**config.mk**
```make
export PLATFORM = sky130hd
export DESIGN_NAME = atm_session_ctrl
export DESIGN_NICKNAME = d
export VERILOG_FILES = /design/src/rtl/atm_session_ctrl.sv
export SDC_FILE = /design/constraint.sdc
export NUM_CORES = 1
export LEC_CHECK = 0
export ABC_CLOCK_PERIOD_IN_PS = 2300
export CORE_ASPECT_RATIO = 0.6
export CORE_MARGIN = 2
export CORE_UTILIZATION = 43
export CTS_BUF_LIST = sky130_fd_sc_hd__clkbuf_16
export CTS_CLUSTER_DIAMETER = 30
export CTS_CLUSTER_SIZE = 20
export DETAILED_ROUTE_END_ITERATION = 8
export PLACE_DENSITY_LB_ADDON = 0.1
export SETUP_SLACK_MARGIN = 0.4
export SLEW_MARGIN = 5
export SYNTH_ARGS = -nofsm -noshare
export SYNTH_HDL_FRONTEND = slang
export SYNTH_SLANG_ARGS = --single-unit
```
**constraint.sdc**
```tcl
create_clock -name clk -period 2.3 [get_ports clk]
set_input_delay 0.345 -clock clk [delete_from_list [all_inputs] [get_ports clk]]
set_output_delay 0.345 -clock clk [all_outputs]
set_load 0.01 [all_outputs]
```
**src/rtl/atm_session_ctrl.sv**
```systemverilog
// ATM session controller: PIN check with attempt limit and inactivity timeout, then withdrawals.
// Optional card lockout after attempt exhaustion is enabled by `define ATM_LOCKOUT_EN.
module atm_session_ctrl #(
   parameter int PIN_W       = 4,
   parameter int BAL_W       = 8,
   parameter int MAX_TRIES   = 3,
   parameter int TIMEOUT_CYC = 256
) (
   input  logic                               clk,
   input  logic                               rst_n,
   input  logic                               card_in,
   input  logic [BAL_W-1:0]                   balance_in,
   input  logic [PIN_W-1:0]                   card_pin,
   input  logic                               pin_valid,
   input  logic [PIN_W-1:0]                   pin_in,
   input  logic                               amount_valid,
   input  logic [BAL_W-1:0]                   amount,
   input  logic                               cancel,
   output logic                               auth_ok,
   output logic [BAL_W-1:0]                   balance,
   output logic                               dispense,
   output logic                               insufficient,
   output logic                               card_eject,
   output logic                               eject_tries,
   output logic                               eject_timeout,
   output logic [$clog2(MAX_TRIES+1)-1:0]     tries_left,
   output logic [$clog2(TIMEOUT_CYC+1)-1:0]   time_left,
   output logic                               locked
);

   localparam int TRY_W  = $clog2(MAX_TRIES + 1);
   localparam int TIME_W = $clog2(TIMEOUT_CYC + 1);

   localparam logic [1:0] S_IDLE     = 2'd0;
   localparam logic [1:0] S_WAIT_PIN = 2'd1;
   localparam logic [1:0] S_AUTH     = 2'd2;
   localparam logic [1:0] S_EJECT    = 2'd3;

   localparam logic [TRY_W-1:0]  TRIES_INIT = TRY_W'(MAX_TRIES);
   localparam logic [TRY_W-1:0]  TRY_ONE    = TRY_W'(1);
   localparam logic [TIME_W-1:0] TIME_INIT  = TIME_W'(TIMEOUT_CYC);
   localparam logic [TIME_W-1:0] TIME_ONE   = TIME_W'(1);

   logic [1:0]        state_q, state_d;
   logic [BAL_W-1:0]  balance_q, balance_d;
   logic [TRY_W-1:0]  tries_q, tries_d;
   logic [TIME_W-1:0] time_q, time_d;
   logic              auth_ok_q, card_eject_q;
   logic              dispense_q, dispense_d;
   logic              insufficient_q, insufficient_d;
   logic              eject_tries_q, eject_tries_d;
   logic              eject_timeout_q, eject_timeout_d;
   logic              locked_q, locked_d;

   // Next-state, counter and pulse computation
   always_comb begin
      state_d         = state_q;
      balance_d       = balance_q;
      tries_d         = tries_q;
      time_d          = time_q;
      dispense_d      = 1'b0;
      insufficient_d  = 1'b0;
      eject_tries_d   = 1'b0;
      eject_timeout_d = 1'b0;
      case (state_q)
         S_IDLE: begin
            if (card_in && !locked_q) begin
               state_d   = S_WAIT_PIN;
               balance_d = balance_in;
               tries_d   = TRIES_INIT;
               time_d    = TIME_INIT;
            end else begin
               state_d = S_IDLE;
            end
         end
         S_WAIT_PIN: begin
            if (!card_in) begin
               state_d   = S_IDLE;
               balance_d = {BAL_W{1'b0}};
               tries_d   = {TRY_W{1'b0}};
               time_d    = {TIME_W{1'b0}};
            end else if (pin_valid) begin
               // A strobe in the expiry cycle wins over the timeout
               time_d = TIME_INIT;
               if (pin_in == card_pin) begin
                  state_d = S_AUTH;
               end else begin
                  tries_d = tries_q - TRY_ONE;
                  if (tries_q == TRY_ONE) begin
                     state_d       = S_EJECT;
                     eject_tries_d = 1'b1;
                  end else begin
                     state_d = S_WAIT_PIN;
                  end
               end
            end else if (time_q == TIME_ONE) begin
               state_d         = S_EJECT;
               eject_timeout_d = 1'b1;
               time_d          = {TIME_W{1'b0}};
            end else begin
               time_d = time_q - TIME_ONE;
            end
         end
         S_AUTH: begin
            if (!card_in) begin
               state_d   = S_IDLE;
               balance_d = {BAL_W{1'b0}};
               tries_d   = {TRY_W{1'b0}};
               time_d    = {TIME_W{1'b0}};
            end else if (cancel) begin
               state_d = S_EJECT;
            end else if (amount_valid) begin
               time_d = TIME_INIT;
               if (amount <= balance_q) begin
                  balance_d  = balance_q - amount;
                  dispense_d = 1'b1;
               end else begin
                  insufficient_d = 1'b1;
               end
            end else if (time_q == TIME_ONE) begin
               state_d         = S_EJECT;
               eject_timeout_d = 1'b1;
               time_d          = {TIME_W{1'b0}};
            end else begin
               time_d = time_q - TIME_ONE;
            end
         end
         S_EJECT: begin
            if (!card_in) begin
               state_d = S_IDLE;
            end else begin
               state_d = S_EJECT;
            end
         end
         default: begin
            state_d = S_IDLE;
         end
      endcase
`ifdef ATM_LOCKOUT_EN
      locked_d = locked_q | eject_tries_d;
`else
      locked_d = 1'b0;
`endif
   end

   // State and registered outputs
   always_ff @(posedge clk or negedge rst_n) begin
      if (!rst_n) begin
         state_q         <= S_IDLE;
         balance_q       <= {BAL_W{1'b0}};
         tries_q         <= {TRY_W{1'b0}};
         time_q          <= {TIME_W{1'b0}};
         auth_ok_q       <= 1'b0;
         card_eject_q    <= 1'b0;
         dispense_q      <= 1'b0;
         insufficient_q  <= 1'b0;
         eject_tries_q   <= 1'b0;
         eject_timeout_q <= 1'b0;
         locked_q        <= 1'b0;
      end else begin
         state_q         <= state_d;
         balance_q       <= balance_d;
         tries_q         <= tries_d;
         time_q          <= time_d;
         auth_ok_q       <= (state_d == S_AUTH);
         card_eject_q    <= (state_d == S_EJECT);
         dispense_q      <= dispense_d;
         insufficient_q  <= insufficient_d;
         eject_tries_q   <= eject_tries_d;
         eject_timeout_q <= eject_timeout_d;
         locked_q        <= locked_d;
      end
   end

   assign auth_ok       = auth_ok_q;
   assign balance       = balance_q;
   assign dispense      = dispense_q;
   assign insufficient  = insufficient_q;
   assign card_eject    = card_eject_q;
   assign eject_tries   = eject_tries_q;
   assign eject_timeout = eject_timeout_q;
   assign tries_left    = tries_q;
   assign time_left     = time_q;
   assign locked        = locked_q;

endmodule

```
==> qor.yml, run 1 <==
nets: 372
drive_above_1_share_pct: 29.72
synth-main-ff-cell: "dfrtp_1"
crit_type: "reg -> reg"
routabilityCongestion: 0.8815
cap_violations: 0
grt_pass1_vias: 1890
grt.total_usage_pct: 22.16
synth_warnings: 0
required_ns: 2.45
cts_buffer_depth: 2
grt_pass1_wl_um: 9239
finalHoldViolCount: 0
path_buf_inv: 2
dr.pass1.iters: 4
vdd_ir_drop_max_mv: 0.6646
n_antenna_cell: 0
p_leak_nw: 1.406
synth_edf_count: 0
synth_area_leader_cell: "dfrtp_1"
root_buffer: "clkbuf_16"
max_stage_delay_ns: 0.37
status: "complete, no violations"
io_buffers: 54
drc: 0
whs_ns: 0.4605
slew_viol_final: 0
syn_avg_cell_area_um2: 8.675
htreeDepth: 1
cts_tree: "built"
numCtsBuffers: 3
async_reset_ff_share_pct: 100.0
crit_family: "adder cells"
vias_per_cell: 5.363
post-route-period-util_pct: 91.31
setup_viol: 0
gr-total-overflow: 0
postSynthRegisterBits: 27
period_needed_ns: 2.100
routed_wl_um: 5882
clk_pin_slew_ns: 0.07
clock_latency_ns: 0.26
fp.dieW_um: 91.18
clock_sinks: 27
design_area_um2: 3221
die_y_um: 56.31
endpoint_kind: "flop"
ant_nets: 0
synth_area_um2: 1961
worstPathArrival_ns: 2.25
final.setup_skew_ns: 0.003351
initial_utilization_pct: 46.31
fmax_mhz: 476.1
synth_top_area_share_pct: 34.46
slowest_stage: "dfrtp_1"
setup.worst_path.start_class: "flop"
crit_fanout: 3
synth-seq-area-share_pct: 34.46
dp_hpwl_um: 3951
cts_hold_buf: 0
synth_fp_nets: 274
die_area_um2: 5134
drt_iter0_drc: 147
ioPinCount: 56
antenna_found_initial: 0
hold_path.class: "in -> async"
power_density_nw_per_um2: 1117
synth.distinct_cells: 55
rsz0062_at_grt: "yes"
netlist_instances: 226
nFillCells: 330
synth_area_leaders: "dfrtp_1 (34%), ha_1 (11%), a21oi_1 (5.1%), o21ai_0 (4.1%), nor2_1 (4.0%)"
routedWlPerCell_um: 15.36
place_area_um2: 2758
path_cells: "inv_2, ha_4, fa_2, nor2b_4, o21a_1, o31ai_4, a21oi_2, buf_4, mux2_4"
fin_total_pwr_mw: 3.598
placementRows: 18
vias: 2054
grt_max_degree: 28
utilization_pct: 76.06
core_um2: 4234
synthToLayoutAreaGrowth_pct: 64.26
==> worst register-to-register path, cell delays in order, from the launching register on <==
cell and delay, ns:
dfrtp_1 0.37, inv_2 0.05, ha_4 0.15, fa_2 0.37, nor2b_4 0.16, o21a_1 0.19
o31ai_4 0.09, a21oi_2 0.18, buf_4 0.15, mux2_4 0.29
==> flip-flops by register name, indices dropped and copies added, names as in the netlist <==
name           cells
auth_ok            1
state_q            2
balance            8
dispense           1
tries_left         2
eject_tries        1
eject_timeout      1
card_eject         1
insufficient       1
time_left          9
==> metrics by stage <==
stage | instances | setup TNS (ns) | setup slack, ns
finish | 383 | 0 | 0.1998
global route | 383 | 0 | 0.1290
CTS | 379 | 0 | 0.1838
detailed placement | 360 | -1.200 | -0.1668
global placement | 360 | -0.8571 | -0.1364
floorplan | 226 | 0 | 0.2520
==> logic make-up after synthesis <==
family | count (synthesis) | synth area share [%]
buffers and inverters | 27 | 6.062
flip-flops | 27 | 34.46
other | 1 | 0.1913
multiplexers | 2 | 1.085
XOR/XNOR | 5 | 2.233
AND/OR/NAND/NOR | 73 | 18.57
adder cells (fa/ha/maj) | 18 | 11.87
AO/OA/AOI/OAI | 73 | 25.53
==> per-layer routing <==
| metal | wire, um | GRT usage [%] | vias up | share of wire [%] |
|---|---|---|---|---|
| li1 | - | - | 1011 | - |
| met1 | 2950 | 34.29 | 956 | 50 |
| met2 | 2469 | 32.49 | 85 | 42 |
| met3 | 445 | 4.832 | 2 | 7.6 |
| met4 | 16 | 2.597 | 0 | 0.27 |
| met5 | 0 | 0 | - | 0 |
==> report_power, final <==
group          leakage, nW  total, mW  switching, mW  internal, mW
Sequential           0.347      0.789          0.170         0.619
Clock               0.0423      0.396          0.163         0.233
Combinational         1.02       2.41           1.18          1.23
Total                 1.41       3.60           1.51          2.09
==> cell usage in the layout, fill, tap and decap left out, drive strengths merged, types with 2 or more instances in the layout <==
cell type / n
nor2: 21
o31a: 2
dfrtp: 27
dlygate4sd2: 7
or3: 2
a2111oi: 2
ha: 17
o22ai: 3
clkdlybuf4s50: 44
nor4: 2
buf: 45
and2: 3
nand2b: 2
o21ai: 18
o41ai: 3
nand4: 4
nor3: 12
nand2: 16
clkbuf: 3
o31ai: 2
o32a: 2
a21oi: 21
xor2: 5
o21a: 5
a211oi: 3
dlymetal6s2s: 3
nor2b: 5
a32o: 2
inv: 21
==> synthesized netlist by cell type (all sizes together), types with 2 or more instances <==
cell and instances:
a2111oi 2, a211oi 3, a21oi 21, a32o 2, and2 3, buf 5, dfrtp 27, ha 17
inv 20, nand2 16, nand2b 2, nand4 4, nor2 21, nor2b 5, nor3 12, nor4 2
o21a 5, o21ai 18, o22ai 3, o31a 2, o31ai 2, o32a 2, o41ai 3, or3 2
xor2 5
==> repair_timing <==
item | CTS | global route
pin swaps | 19 | 19
resized for setup | 31 | 33
setup endpoints to repair | 21 | 23
gates cloned | 1 | 0
setup buffers | 14 | 4
==> path summary, 6_finish.rpt <==
kind / startpoint / end / slack (ns) / depth (start not counted)
min in group clk: time_left[7] / time_left[7] / 0.56 / 2
max in group asynchronous: rst_n / state_q[1] / 1.55 / 2
worst min-delay path: rst_n / balance[6] / 0.46 / 2
worst min register to register: time_left[7] / time_left[7] / 0.56 / 2
worst max register to register: balance[0] / balance[7] / 0.20 / 9
worst max-delay path: balance[0] / balance[7] / 0.20 / 9
==> final cells by class <==
class	count	area, um2	area share (%)
well taps	60	75.07	2.331
flip-flops and latches	27	676.9	21.02
multi-input cells	172	1428	44.33
inverters	21	81.33	2.525
clock inverters	1	3.754	0.1166
repair buffers	99	880.8	27.35
clock buffers	3	75.07	2.331
(Power assumes the default switching activity.)
==> run 2, diff against run 1 <==
- ABC_CLOCK_PERIOD_IN_PS: 2300 -> 1900
- clock period: 2.3 -> 1.9 ns (I/O delays scaled with it)
==> run 2 against run 1 <==
Net effect:
- the flow now finishes with violations (setup timing)
- design area grew 15%
- clock power grew 26%
- register-to-register slack lost 0.53 ns
- die area is the same
- hold slack lost 0.061 ns
- setup slack lost 0.60 ns
- non-clock buffer count grew 43
- sequential power grew 15%
- final cell count grew 11%
- first-iteration DRC count grew 79%
- critical endpoint is now balance[4]
==> qor.yml, run 2 (synthesized netlist as in run 1, its figures left out) <==
slowest_stage: "clkdlybuf4s50_1"
slew_headroom_pct: 67.66
final.setup_skew_ns: 0.002032
grt_max_degree: 28
reg2reg_depth: 11
vdd_ir_drop_max_mv: 0.9017
clock_latency_ns: 0.27
layout_common_cells: "buf_4 (73), dfrtp_1 (26), clkdlybuf4s50_1 (25)"
core_um2: 4234
antenna_found_initial: 0
finalHoldViolCount: 0
violations: "setup timing"
fp.dieW_um: 91.18
crit_top_cell: "buf_4"
max_stage_delay_ns: 0.47
period_needed_ns: 2.300
crit_family: "buffers and inverters"
place_inst: 394
crit_type: "in -> reg"
setup.worst_path.start_class: "input port"
cp.depth: 12
worstPathArrival_ns: 2.45
r2r_setup_slack_ns: -0.33
grt.total_usage_pct: 25.98
fin_total_pwr_mw: 5.114
cts_tree: "built"
routabilityCongestion: 0.8512
clk_pin_slew_ns: 0.07
p_leak_nw: 1.763
path_cells: "clkdlybuf4s50_1, inv_1, ha_1, buf_4, nand4_1, nand2_1, o31ai_2, a21oi_2, buf_4, buf_6, nor2_1, a21oi_1"
rsz0062_at_grt: "yes"
routedWlPerCell_um: 19.77
drive_above_1_share_pct: 43.17
vias: 2519
cts_buffer_depth: 2
nets: 415
io_buffers: 54
slew_viol_final: 0
initial_utilization_pct: 46.31
die_area_um2: 5134
crit_fanout: 5
clock_sinks: 27
setup_viol: 17
fmax_mhz: 434.9
post-route-period-util_pct: 121.0
tightest_slew_ns: 0.4729
power_density_nw_per_um2: 1384
ant_nets: 0
vias_per_cell: 5.913
drc: 0
hold_path.class: "in -> async"
root_buffer: "clkbuf_16"
largest_register_ffs: 9
mostFrequentLayoutCell: "buf_4"
routed_wl_um: 8421
n_antenna_cell: 0
htreeDepth: 1
path_buf_inv: 5
dp_hpwl_um: 4359
synthToLayoutAreaGrowth_pct: 88.51
layout.cells.non_filler: 426
grt_pass1_wl_um: 10590
placementRows: 18
cts_hold_buf: 0
dr.pass1.iters: 6
required_ns: 2.05
grt_pass1_vias: 2242
ioPinCount: 56
die_y_um: 56.31
status: "finished, violations left"
crit_start: "amount[2]"
endpoint_kind: "flop"
r2r_start: "balance[0]"
whs_ns: 0.4000
gr-total-overflow: 0
cap_violations: 0
numCtsBuffers: 3
fin_ws_ns: -0.3995
drt_iter0_drc: 263
run 2: cell types whose count changed in the layout (fill, tap and decap cells not counted), moves of 5 or more:
cell and change:
clkdlybuf4s50_1 -19, buf_6 +13, dlygate4sd2_1 +12, o21ai_0 -8, clkdlybuf4s15_1 +5, buf_4 +29
run 2: worst reg2reg max path: stages, from the launching register on:
cell and delay (ns):
dfrtp_1 0.38, inv_1 0.06, ha_2 0.18, fa_2 0.25, nor2b_4 0.07, o21a_1 0.21
o31ai_2 0.32, a21oi_2 0.13, buf_4 0.17, buf_6 0.13, nor2_1 0.15, a21oi_1 0.07
run 2: worst paths after layout:
check,endpoint
max,balance[4]
min,balance[5]
max reg2reg,balance[4]
min reg2reg,tries_left[1]
max in group asynchronous,state_q[1]
min in group clk,tries_left[1]
run 2: what timing repair did:
action | 4_1_cts | 5_1_grt
gates cloned | 1 | 0
gates resized for setup | 90 | 36
setup endpoints to repair | 39 | 29
setup buffers | 20 | 7
pin swaps | 37 | 21
run 2: final cells by class:
cell class	instances	area, um2
fillers	220	538.0
well taps	60	75.07
clock inverters	1	3.754
repair buffers	142	1255
flip-flops and latches	27	676.9
multi-input cells	172	1529
clock buffers	3	75.07
inverters	21	81.33
run 2: layer usage:
metal	track usage [%]	up-vias	share of wire, %
met5	0	-	0
li1	-	1098	-
met3	4.966	52	9.5
met1	36.75	1187	42
met4	5.628	0	5.4
met2	41.69	182	43
run 2: metrics by stage:
step | setup slack (ns) | utilization [%] | area, um2 | TNS [ns]
finish | -0.3995 | 87.29 | 3696 | -3.053
global route | -0.4137 | 87.29 | 3696 | -4.012
CTS | -0.2290 | 82.33 | 3486 | -1.355
detailed placement | -0.5348 | 71.34 | 3020 | -6.216
global placement | -0.4813 | 71.34 | 3020 | -5.212
floorplan | -0.1480 | - | 2008 | -0.8601
run 2: where the power goes:
part           total [mW]  internal (mW)  leakage [nW]  switching (mW)
Clock               0.498          0.283        0.0423           0.215
Sequential          0.904          0.749         0.347           0.155
Combinational        3.71           1.85          1.37            1.86
Total                5.11           2.89          1.76            2.23
==> run 3, diff against run 2 <==
- CORE_ASPECT_RATIO: 0.6 -> default
- CTS_BUF_LIST: sky130_fd_sc_hd__clkbuf_16 -> default
- TNS_END_PERCENT: default -> 1
==> run 3 against run 2 <==
Net effect:
- largest cell class unchanged
- critical path type is now reg -> reg
- first-iteration DRC count decreased by 63%
- design area fell by 11%
- the run still ends with setup timing left
- sequential power up 2%
- largest power group unchanged
==> qor.yml, run 3 (synthesized netlist as in run 1, its figures left out) <==
status: "finished, violations left"
violations: "setup timing"
crit_family: "compound AO/OA/AOI/OAI gates"
p_int_mw: 2.372
power.clock.fraction_pct: 8.2
numCtsBuffers: 3
path_cells: "inv_2, ha_4, fa_2, nor2b_4, o31a_1, o21a_1, o21a_1, o32a_1, a21oi_1"
rsz0062_at_grt: "yes"
synthToLayoutAreaGrowth_pct: 67.33
drc: 0
place_ws_ns: -0.4839
seq_power_share_pct: 22.2
layout_common_cells: "buf_4 (53), dfrtp_1 (25), clkdlybuf4s50_1 (25)"
vias_per_cell: 5.348
antenna_found_initial: 0
period_needed_ns: 2.063
clk_pin_slew_ns: 0.10
grt_pass1_vias: 2015
critPathCapture: "balance[6]"
worstPathArrival_ns: 2.27
drive_above_1_share_pct: 33.33
routedWlPerCell_um: 14.70
ioPinCount: 56
drt_iter0_drc: 96
die_y_um: 71.53
ant_nets: 0
path_buf_inv: 1
mostFrequentLayoutCell: "buf_4"
grt.total_usage_pct: 22.32
r2r_start: "balance[0]"
slowest_stage: "dfrtp_1"
final.setup_skew_ns: 0.002796
fmax_mhz: 484.8
layout.cells.non_filler: 388
core_um2: 4384
vias: 2075
vdd_ir_drop_max_mv: 0.6845
htreeDepth: 1
r2r-end: "balance[6]"
p_leak_nw: 1.536
clock_latency_ns: 0.27
required_ns: 2.11
gr-total-overflow: 0
cts_buffer_depth: 2
routabilityCongestion: 0.8484
routed_wl_um: 5704
crit_start: "balance[0]"
grt_max_degree: 28
place_inst: 383
finalHoldViolCount: 0
cp.depth: 9
nFillCells: 333
grt_pass1_wl_um: 9142
cts_tree: "built"
post-route-period-util_pct: 108.6
combPwrFrac_pct: 69.6
io_buffers: 54
fp.dieW_um: 71.53
slew_viol_final: 0
initial_utilization_pct: 44.72
fin_ws_ns: -0.1625
placementRows: 24
largest_register_ffs: 9
die_area_um2: 5116
finalSetupTns_ns: -0.9548
power_density_nw_per_um2: 1265
regArea_um2: 678.2
endpoint_kind: "flop"
dr.pass1.iters: 4
dp_hpwl_um: 4210
max_stage_delay_ns: 0.40
clock_sinks: 27
utilization_pct: 74.83
cap_violations: 0
hold_path.class: "in -> async"
setup.worst_path.start_class: "flop"
power_switching_mw: 1.777
nets: 385
r2r_setup_slack_ns: -0.16
crit_top_cell: "o21a_1"
whs_ns: 0.3890
n_antenna_cell: 0
crit_fanout: 3
root_buffer: "clkbuf_8"
crit_type: "reg -> reg"
multi_input_area_um2: 1434
swShare_pct: 42.82
reg2reg_depth: 9
setup_viol: 9
[run 3: area by class of cell]
class | count | area share (%)
inverter | 21 | 2.479
clock inverter | 1 | 0.1526
tap | 52 | 1.983
multi-input combinational | 172 | 43.71
timing repair buffer | 112 | 29.75
clock buffer | 3 | 1.259
sequential | 27 | 20.67
[run 3: worst min path at each step]
stage	cells after the start	start	end	slack (ns)
floorplan	0	rst_n	auth_ok	-0.01
global placement	2	tries_left[0]	tries_left[0]	0.53
detailed placement	1	time_left[6]	time_left[6]	0.53
CTS	2	rst_n	balance[6]	0.41
global route	2	rst_n	balance[7]	0.43
finish	2	rst_n	balance[5]	0.39
[run 3: power by group through the flow]
stage | Sequential [mW] | Clock, mW | Combinational [mW]
global placement | 0.894 | 0 | 2.49
detailed placement | 0.904 | 0 | 2.54
finish | 0.921 | 0.340 | 2.89
floorplan | 0.977 | 0 | 1.27
CTS | 0.897 | 0.344 | 2.63
global route | 0.949 | 0.369 | 3.15
[run 3: timing repair]
item                                    in CTS  in global routing
hold buffers                                 0                  0
pin swaps                                   30                 18
endpoints found under the setup margin      42                 30
setup buffers                                0                  1
resized for setup                           54                 35
[run 3: worst register-to-register path: stages, from the launching register on]
cell and delay [ns]:
dfrtp_1 0.40, inv_2 0.08, ha_4 0.14, fa_2 0.24, nor2b_4 0.06, o31a_1 0.27, o21a_1 0.19, o21a_1 0.17
o32a_1 0.32, a21oi_1 0.13
[run 3: routing by layer]
| layer | wire length [um] | vias up | part of all wire [%] | GRT usage (%) |
|---|---|---|---|---|
| li1 | - | 1035 | - | - |
| met1 | 2635 | 986 | 46 | 30.65 |
| met2 | 2801 | 48 | 49 | 38.17 |
| met3 | 211 | 6 | 3.7 | 2.532 |
| met4 | 56 | 0 | 0.98 | 4.612 |
| met5 | 0 | - | 0 | 0 |
[run 3: through the flow]
stage,total power [mW],area (um2)
2_1_floorplan,2.249,1993
3_3_place_gp,3.380,2980
3_5_place_dp,3.441,2980
4_1_cts,3.873,3128
5_1_grt,4.469,3281
6_report,4.149,3281
